===== src/rtl/softmc_host_pkg.sv =====
`default_nettype none
// ============================================================================
// Module   : softmc_host_pkg
// Brief    : Shared widths and FSM state encoding for the host-side
//            instruction sequence driver and its readback drain.
// Revision : 1.0 - initial release
// ============================================================================
package softmc_host_pkg;

  // Width of one readback FIFO line and of one controller instruction word
  localparam int LINE_W  = 512;
  localparam int INSTR_W = 32;

  // Instruction sequence FSM encoding
  typedef enum logic [1:0] {
    ST_IDLE      = 2'd0,
    ST_ISSUE     = 2'd1,
    ST_WAIT_BUSY = 2'd2,
    ST_WAIT_DONE = 2'd3
  } iseq_state_t;

  // Increment that sticks at all-ones so the count never wraps
  function automatic logic [15:0] sat_inc16(input logic [15:0] value);
    return (value == 16'hFFFF) ? value : value + 16'd1;
  endfunction

endpackage : softmc_host_pkg
`default_nettype wire


===== src/rtl/rdback_serializer.sv =====
`default_nettype none
// ============================================================================
// Module   : rdback_serializer
// Brief    : Pops 512-bit lines from the readback FIFO and replays each one
//            as LINE_W/OUT_WIDTH valid/ready beats, LSB slice first.
// Revision : 1.0 - initial release
// ============================================================================
module rdback_serializer
  import softmc_host_pkg::*;
#(
  parameter int OUT_WIDTH = 64
) (
  input  logic                 clk,
  input  logic                 rst,
  input  logic                 rdback_fifo_empty,
  output logic                 rdback_fifo_rden,
  input  logic [LINE_W-1:0]    rdback_data,
  output logic                 rd_valid,
  input  logic                 rd_ready,
  output logic [OUT_WIDTH-1:0] rd_data,
  output logic                 rd_last
);

  localparam int BEATS = LINE_W / OUT_WIDTH;
  localparam int BW    = (BEATS > 1) ? $clog2(BEATS) : 1;
  localparam logic [BW-1:0] LAST_BEAT = BW'(BEATS - 1);

  logic [LINE_W-1:0] line_q;
  logic              line_vld_q;
  logic              pop_pend_q;
  logic [BW-1:0]     beat_q;

  logic              beat_take;
  logic              last_take;
  logic              pop;

  // Handshake decode; a pop may overlap the acceptance of the final beat so
  // back-to-back lines lose only the single FIFO read-latency cycle.
  always_comb begin
    beat_take = line_vld_q & rd_ready;
    last_take = beat_take & (beat_q == LAST_BEAT);
    pop       = ~rst & ~pop_pend_q & ~rdback_fifo_empty & (~line_vld_q | last_take);
  end

  // Line buffer: capture the popped line one cycle after the pop, then shift
  // one slice down per accepted beat so the current beat is always at the bottom.
  always_ff @(posedge clk) begin
    if (rst) begin
      line_q     <= '0;
      line_vld_q <= 1'b0;
      pop_pend_q <= 1'b0;
      beat_q     <= '0;
    end else begin
      pop_pend_q <= pop;
      if (pop_pend_q) begin
        line_q     <= rdback_data;
        line_vld_q <= 1'b1;
        beat_q     <= '0;
      end else if (beat_take) begin
        line_q <= line_q >> OUT_WIDTH;
        if (last_take) begin
          line_vld_q <= 1'b0;
          beat_q     <= '0;
        end else begin
          beat_q <= beat_q + 1'b1;
        end
      end
    end
  end

  // Output mapping straight from the buffer state
  always_comb begin
    rdback_fifo_rden = pop;
    rd_valid         = line_vld_q;
    rd_data          = line_q[OUT_WIDTH-1:0];
    rd_last          = line_vld_q & (beat_q == LAST_BEAT);
  end

endmodule : rdback_serializer
`default_nettype wire


===== src/rtl/app_iseq_driver.sv =====
`default_nettype none
// ============================================================================
// Module   : app_iseq_driver
// Brief    : Feeds a host instruction stream to the memory controller one
//            word at a time, tracks sequence execution with a start timeout,
//            and drains the readback FIFO to a narrow host stream.
// Revision : 1.0 - initial release
// ============================================================================
module app_iseq_driver
  import softmc_host_pkg::*;
#(
  parameter int OUT_WIDTH     = 64,
  parameter int START_TIMEOUT = 1024
) (
  input  logic                 clk,
  input  logic                 rst,
  input  logic                 host_instr_valid,
  output logic                 host_instr_ready,
  input  logic [INSTR_W-1:0]   host_instr,
  input  logic                 host_instr_last,
  output logic                 app_en,
  input  logic                 app_ack,
  output logic [INSTR_W-1:0]   app_instr,
  input  logic                 iq_full,
  input  logic                 processing_iseq,
  input  logic                 rdback_fifo_empty,
  output logic                 rdback_fifo_rden,
  input  logic [LINE_W-1:0]    rdback_data,
  output logic                 rd_valid,
  input  logic                 rd_ready,
  output logic [OUT_WIDTH-1:0] rd_data,
  output logic                 rd_last,
  output logic                 busy,
  output logic                 start_timeout_err,
  output logic [15:0]          instr_count
);

  localparam int TW = $clog2(START_TIMEOUT + 1);
  localparam logic [TW-1:0] TIMEOUT_LAST = TW'(START_TIMEOUT - 1);

  iseq_state_t   state_q;
  iseq_state_t   state_d;
  logic          last_q;
  logic [TW-1:0] timer_q;

  logic          accept;
  logic          ack_take;
  logic          seq_start;
  logic          timeout_hit;

  // Next-state and handshake decode
  always_comb begin
    state_d          = state_q;
    host_instr_ready = 1'b0;
    accept           = 1'b0;
    ack_take         = app_en & app_ack;
    seq_start        = 1'b0;
    timeout_hit      = 1'b0;
    busy             = (state_q != ST_IDLE);
    case (state_q)
      ST_IDLE: begin
        if (host_instr_valid) begin
          seq_start = 1'b1;
          state_d   = ST_ISSUE;
        end
      end
      ST_ISSUE: begin
        // Only take a new word once the previous one is fully acknowledged
        host_instr_ready = ~app_en & ~iq_full;
        accept           = host_instr_ready & host_instr_valid;
        if (ack_take && last_q) begin
          state_d = ST_WAIT_BUSY;
        end
      end
      ST_WAIT_BUSY: begin
        if (processing_iseq) begin
          state_d = ST_WAIT_DONE;
        end else if (timer_q == TIMEOUT_LAST) begin
          timeout_hit = 1'b1;
          state_d     = ST_IDLE;
        end
      end
      ST_WAIT_DONE: begin
        if (!processing_iseq) begin
          state_d = ST_IDLE;
        end
      end
      default: begin
        state_d = ST_IDLE;
      end
    endcase
  end

  // FSM state register
  always_ff @(posedge clk) begin
    if (rst) begin
      state_q <= ST_IDLE;
    end else begin
      state_q <= state_d;
    end
  end

  // Controller request register: held until the controller acknowledges it
  always_ff @(posedge clk) begin
    if (rst) begin
      app_en    <= 1'b0;
      app_instr <= '0;
      last_q    <= 1'b0;
    end else if (accept) begin
      app_en    <= 1'b1;
      app_instr <= host_instr;
      last_q    <= host_instr_last;
    end else if (ack_take) begin
      app_en <= 1'b0;
    end
  end

  // Per-sequence status: acknowledged word count and sticky start timeout
  always_ff @(posedge clk) begin
    if (rst) begin
      instr_count       <= '0;
      start_timeout_err <= 1'b0;
    end else if (seq_start) begin
      instr_count       <= '0;
      start_timeout_err <= 1'b0;
    end else begin
      if (ack_take) begin
        instr_count <= sat_inc16(instr_count);
      end
      if (timeout_hit) begin
        start_timeout_err <= 1'b1;
      end
    end
  end

  // Cycles spent waiting for the controller to begin executing
  always_ff @(posedge clk) begin
    if (rst || (state_q != ST_WAIT_BUSY)) begin
      timer_q <= '0;
    end else begin
      timer_q <= timer_q + 1'b1;
    end
  end

  rdback_serializer #(
    .OUT_WIDTH (OUT_WIDTH)
  ) u_rdback_serializer (
    .clk               (clk),
    .rst               (rst),
    .rdback_fifo_empty (rdback_fifo_empty),
    .rdback_fifo_rden  (rdback_fifo_rden),
    .rdback_data       (rdback_data),
    .rd_valid          (rd_valid),
    .rd_ready          (rd_ready),
    .rd_data           (rd_data),
    .rd_last           (rd_last)
  );

endmodule : app_iseq_driver
`default_nettype wire


===== config.mk =====
export PLATFORM = sky130hd
export DESIGN_NAME = app_iseq_driver
export DESIGN_NICKNAME = d
export VERILOG_FILES = /design/src/rtl/softmc_host_pkg.sv /design/src/rtl/rdback_serializer.sv /design/src/rtl/app_iseq_driver.sv
export SDC_FILE = /design/constraint.sdc
export NUM_CORES = 1
export LEC_CHECK = 0
export ABC_CLOCK_PERIOD_IN_PS = 4400
export BUFFER_PORTS_ARGS = -buffer_cell sky130_fd_sc_hd__buf_2
export CAP_MARGIN = 25
export CORE_MARGIN = 1
export CORE_UTILIZATION = 34
export DETAILED_ROUTE_END_ITERATION = 12
export SYNTH_ARGS = -nofsm -noshare
export SYNTH_HDL_FRONTEND = slang
export SYNTH_SLANG_ARGS = --single-unit

===== constraint.sdc =====
create_clock -name clk -period 4.4 [get_ports clk]
set_input_delay 0.44 -clock clk [delete_from_list [all_inputs] [get_ports clk]]
set_output_delay 0.44 -clock clk [all_outputs]
set_load 0.005 [all_outputs]

==> metrics.md <==
| Metric | Value |
|---|---|
| Status | completed |
| Hold_sp | host_instr[22] |
| Synthesis-to-finish area growth | 22.57% |
| Met1 Resource Use GR | 30.75% |
| Wire per inst | around 17 µm |
| IO Port Bufs | approximately 670 |
| # Post-CTS Setup Buffers | 0 |
| GRT Residual Overflow | 0 |
| Ports | about 670 |
| Post-route ant nets | 0 |
| TritonCTS clock tree | yes |
| Row Count | 101 |
| First-pass GRT wire length | ~130 mm |
| Vias | about 25000 |
| DRT Pass-1 Iters | 5 |
| Pin slew with the least headroom to its limit | about 0.99 ns |
| Dpl cells | between 5000 and 6000 |
| Worst slew margin | 33.72% |
| Comb power frac | 10.2% |
| Initial DRC count | approximately 1900 |
| Critical Path Sink Type | primary output |
| Final hold viol count | 0 |
| Worst hold path type | in -> reg |
| Cells after Synth | about 3600 |
| Yosys reg bits | just under 600 |
| Clock root buffer | clkbuf_16 |
| Syn avg cell area | ~7.3 µm² |
| Core Region | 0.07633 mm² |
| Netlist cell types | 48 |
| Post-synth top area share | between 40% and 50% |
| Crit Path Class | reg -> out |
| Post-DR vias/cell | ~5 |
| # nets final | roughly 4600 |
| Ratio of cells with drive above 1 in the final layout | 20.41% |
| RSZ-0062 raised after global routing | no |
| Htree depth | 3 |
| Worst Slack Setup Final | 1.718 ns |
| Crit path launch type | flop |
| Post-CTS sizing | 0 |
| Number of synthesized flops with an enable pin | 0 |
| Max VDD drop | approximately 0.00023 V |
| HPWL Detailed | 62.75 mm |
| Sequential fraction of the synthesis area | roughly 44% |
| Req. time, crit path | ~4.0 ns |
| Switching share of power | 25.95% |
| Post-Layout Cell Count | between 5000 and 6000 |
| Die X | ~280 µm |
| Pins Over Slew Limit | 0 |
| CTS Sinks | 581 |
| Met2 global-route usage | between 30% and 40% |
| Peak Freq | 372.9 MHz |
| Syn nets | 4183 |
| Worst skew pair latency | 0.61 ns |
| DR DRC count | 0 |
| Die H | about 280 µm |
| Die area | 0.07867 mm² |
| Vias in the first global route | around 22000 |
| Period utilisation layout | 60.95% |
| Final setup viols | 0 |
| Static leakage | between 10 and 15 nW |
| Internal | between 9 and 10 mW |
| Mapped Area | 0.02637 mm² |
| Met3 Use GR | roughly 4.2% |
| Global route hottest layer | met2 |
| Gr usage total | 21.42% |
| Most common cell in the netlist | nand2_1 |
| Largest net degree at the start of global routing | 160 |
| Post-synthesis async set-or-reset flop share | 0% |
| Flop pwr share | a little under half |
| GP Congestion | roughly 0.85 |
| Post-synth top flop | dfxtp_1 |
| DP Worst Slack | approximately 2.1 ns |
| Max-cap violations | 0 |
| Initial cell density of the core | between 30% and 40% |
| Crit path max fanout | 4 |
| Worst R2R Start | u_rdback_serializer.rd_valid |
| Switching power | 3.274 mW |
| Final Power | 12.62 mW |
| Worst-case clock buffer depth | 3 |
| Post-synth top cells | nand2_1 (1490), dfxtp_1 (581), a21oi_1 (561) |
| Yosys Warn Count | 0 |
| TritonCTS Buffers | a little under 70 |
| Ranking of synthesized cells by area | dfxtp_1 (44%), nand2_1 (21%), a21o_1 (13%) |
| Arrival @ worst endpoint | about 2.2 ns |
| Reg clk slew, reported paths | 0.06 ns |
| Crit path time final | around 2.7 ns |
| Final clock skew | 0.02309 ns |
| Total wire length | slightly below 90 mm |
| Pwr Density | 390.4 mW/mm² |
| Clock power share | 44.7% |
| Setup TNS | 0 ns |
| Initial antenna violation count | 42 |
| Cell taking the most area after synthesis | dfxtp_1 |
| Crit. Startpoint | u_rdback_serializer.beat_q[0] |
| Fill count | 8088 |
worst max-delay path, stage by stage, from the launching register on:
cell and delay (ns):
dfxtp_1 0.32, ha_1 0.19, ha_1 0.25, a21boi_0 0.61
nor4_1 0.10, buf_2 0.17
power groups by stage:
| stage | clock [mW] | combinational, mW | sequential [mW] |
|---|---|---|---|
| after CTS | 5.78 | 1.30 | 5.69 |
| after detailed placement | 0 | 1.29 | 5.80 |
| after global placement | 0 | 1.28 | 5.80 |
| final | 5.64 | 1.29 | 5.69 |
| after floorplan | 0 | 0.837 | 5.71 |
| after global routing | 5.97 | 1.44 | 5.72 |
final timing paths:
path	to	slack, ns	cells past startpoint
setup reg to reg	u_rdback_serializer.line_q[66]	2.17	5
hold / removal	app_instr[22]	0.07	3
hold reg to reg	app_instr[20]	0.45	2
setup / recovery	rdback_fifo_rden	1.72	5
metrics by stage:
| step | area [µm²] | hold slack, ns | util, % |
|---|---|---|---|
| floorplan | 26370 | 0.4262 | - |
| global placement | 29970 | 0.4396 | 39.26 |
| detailed placement | 30030 | 0.4443 | 39.34 |
| CTS | 32240 | 0.02341 | 42.24 |
| global route | 32290 | 0.03709 | 42.31 |
| finish | 32320 | 0.06761 | 42.34 |
layout make-up:
type	count	area (µm²)	area share (%)
well taps	1030	1289	3.988
multi-input cells	2684	13070	40.45
repair buffers	723	4026	12.46
flip-flops and latches	581	11630	36.00
clock inverters	21	232.7	0.7201
clock buffers	98	1974	6.109
inverters	3	11.26	0.03484
diodes	30	75.07	0.2323
cell usage in the layout (no fill, tap or decap), types with 5 or more instances in the layout:
master and count:
diode_2 30, nand2_1 1489, nand4_1 7, clkbuf_16 68
a21oi_1 561, or3_1 9, a21o_1 448, nor3_1 5
and4_1 6, o21ai_0 8, clkbuf_8 16, xor2_1 7
clkbuf_1 14, nand3_1 9, buf_4 31, nand3b_1 64
dfxtp_1 580, buf_12 18, nor2_1 19, buf_2 670
clkinv_2 9
what timing repair did:
item	CTS	global route
endpoints found under the hold margin	1	0
hold buffers	1	0
setup endpoints to repair	0	0
metal layers:
layer | up-vias | wire [µm]
met5 | - | 196
met4 | 28 | 1993
met3 | 143 | 4885
met2 | 593 | 39150
met1 | 11570 | 42690
li1 | 12780 | -
cell families after synthesis:
family          count (synthesis)  synth area share [%]
fa+ha+maj                       4                0.1898
buf+inv                       361                 6.340
compound gates               1032                 24.01
xor+xnor                        9                0.2990
mux                             1               0.03796
flops                         581                 44.11
simple gates                 1638                 25.01
registers in the layout (all words and copies together), names as in the netlist:
signal                          flops
u_rdback_serializer.line_q        512
app_instr                          32
instr_count                        16
timer_q                            11
u_rdback_serializer.beat_q          3
state_q                             2
app_en                              1
last_q                              1
start_timeout_err                   1
u_rdback_serializer.pop_pend_q      1
u_rdback_serializer.rd_valid        1
Power figures use the tool's default switching activity.
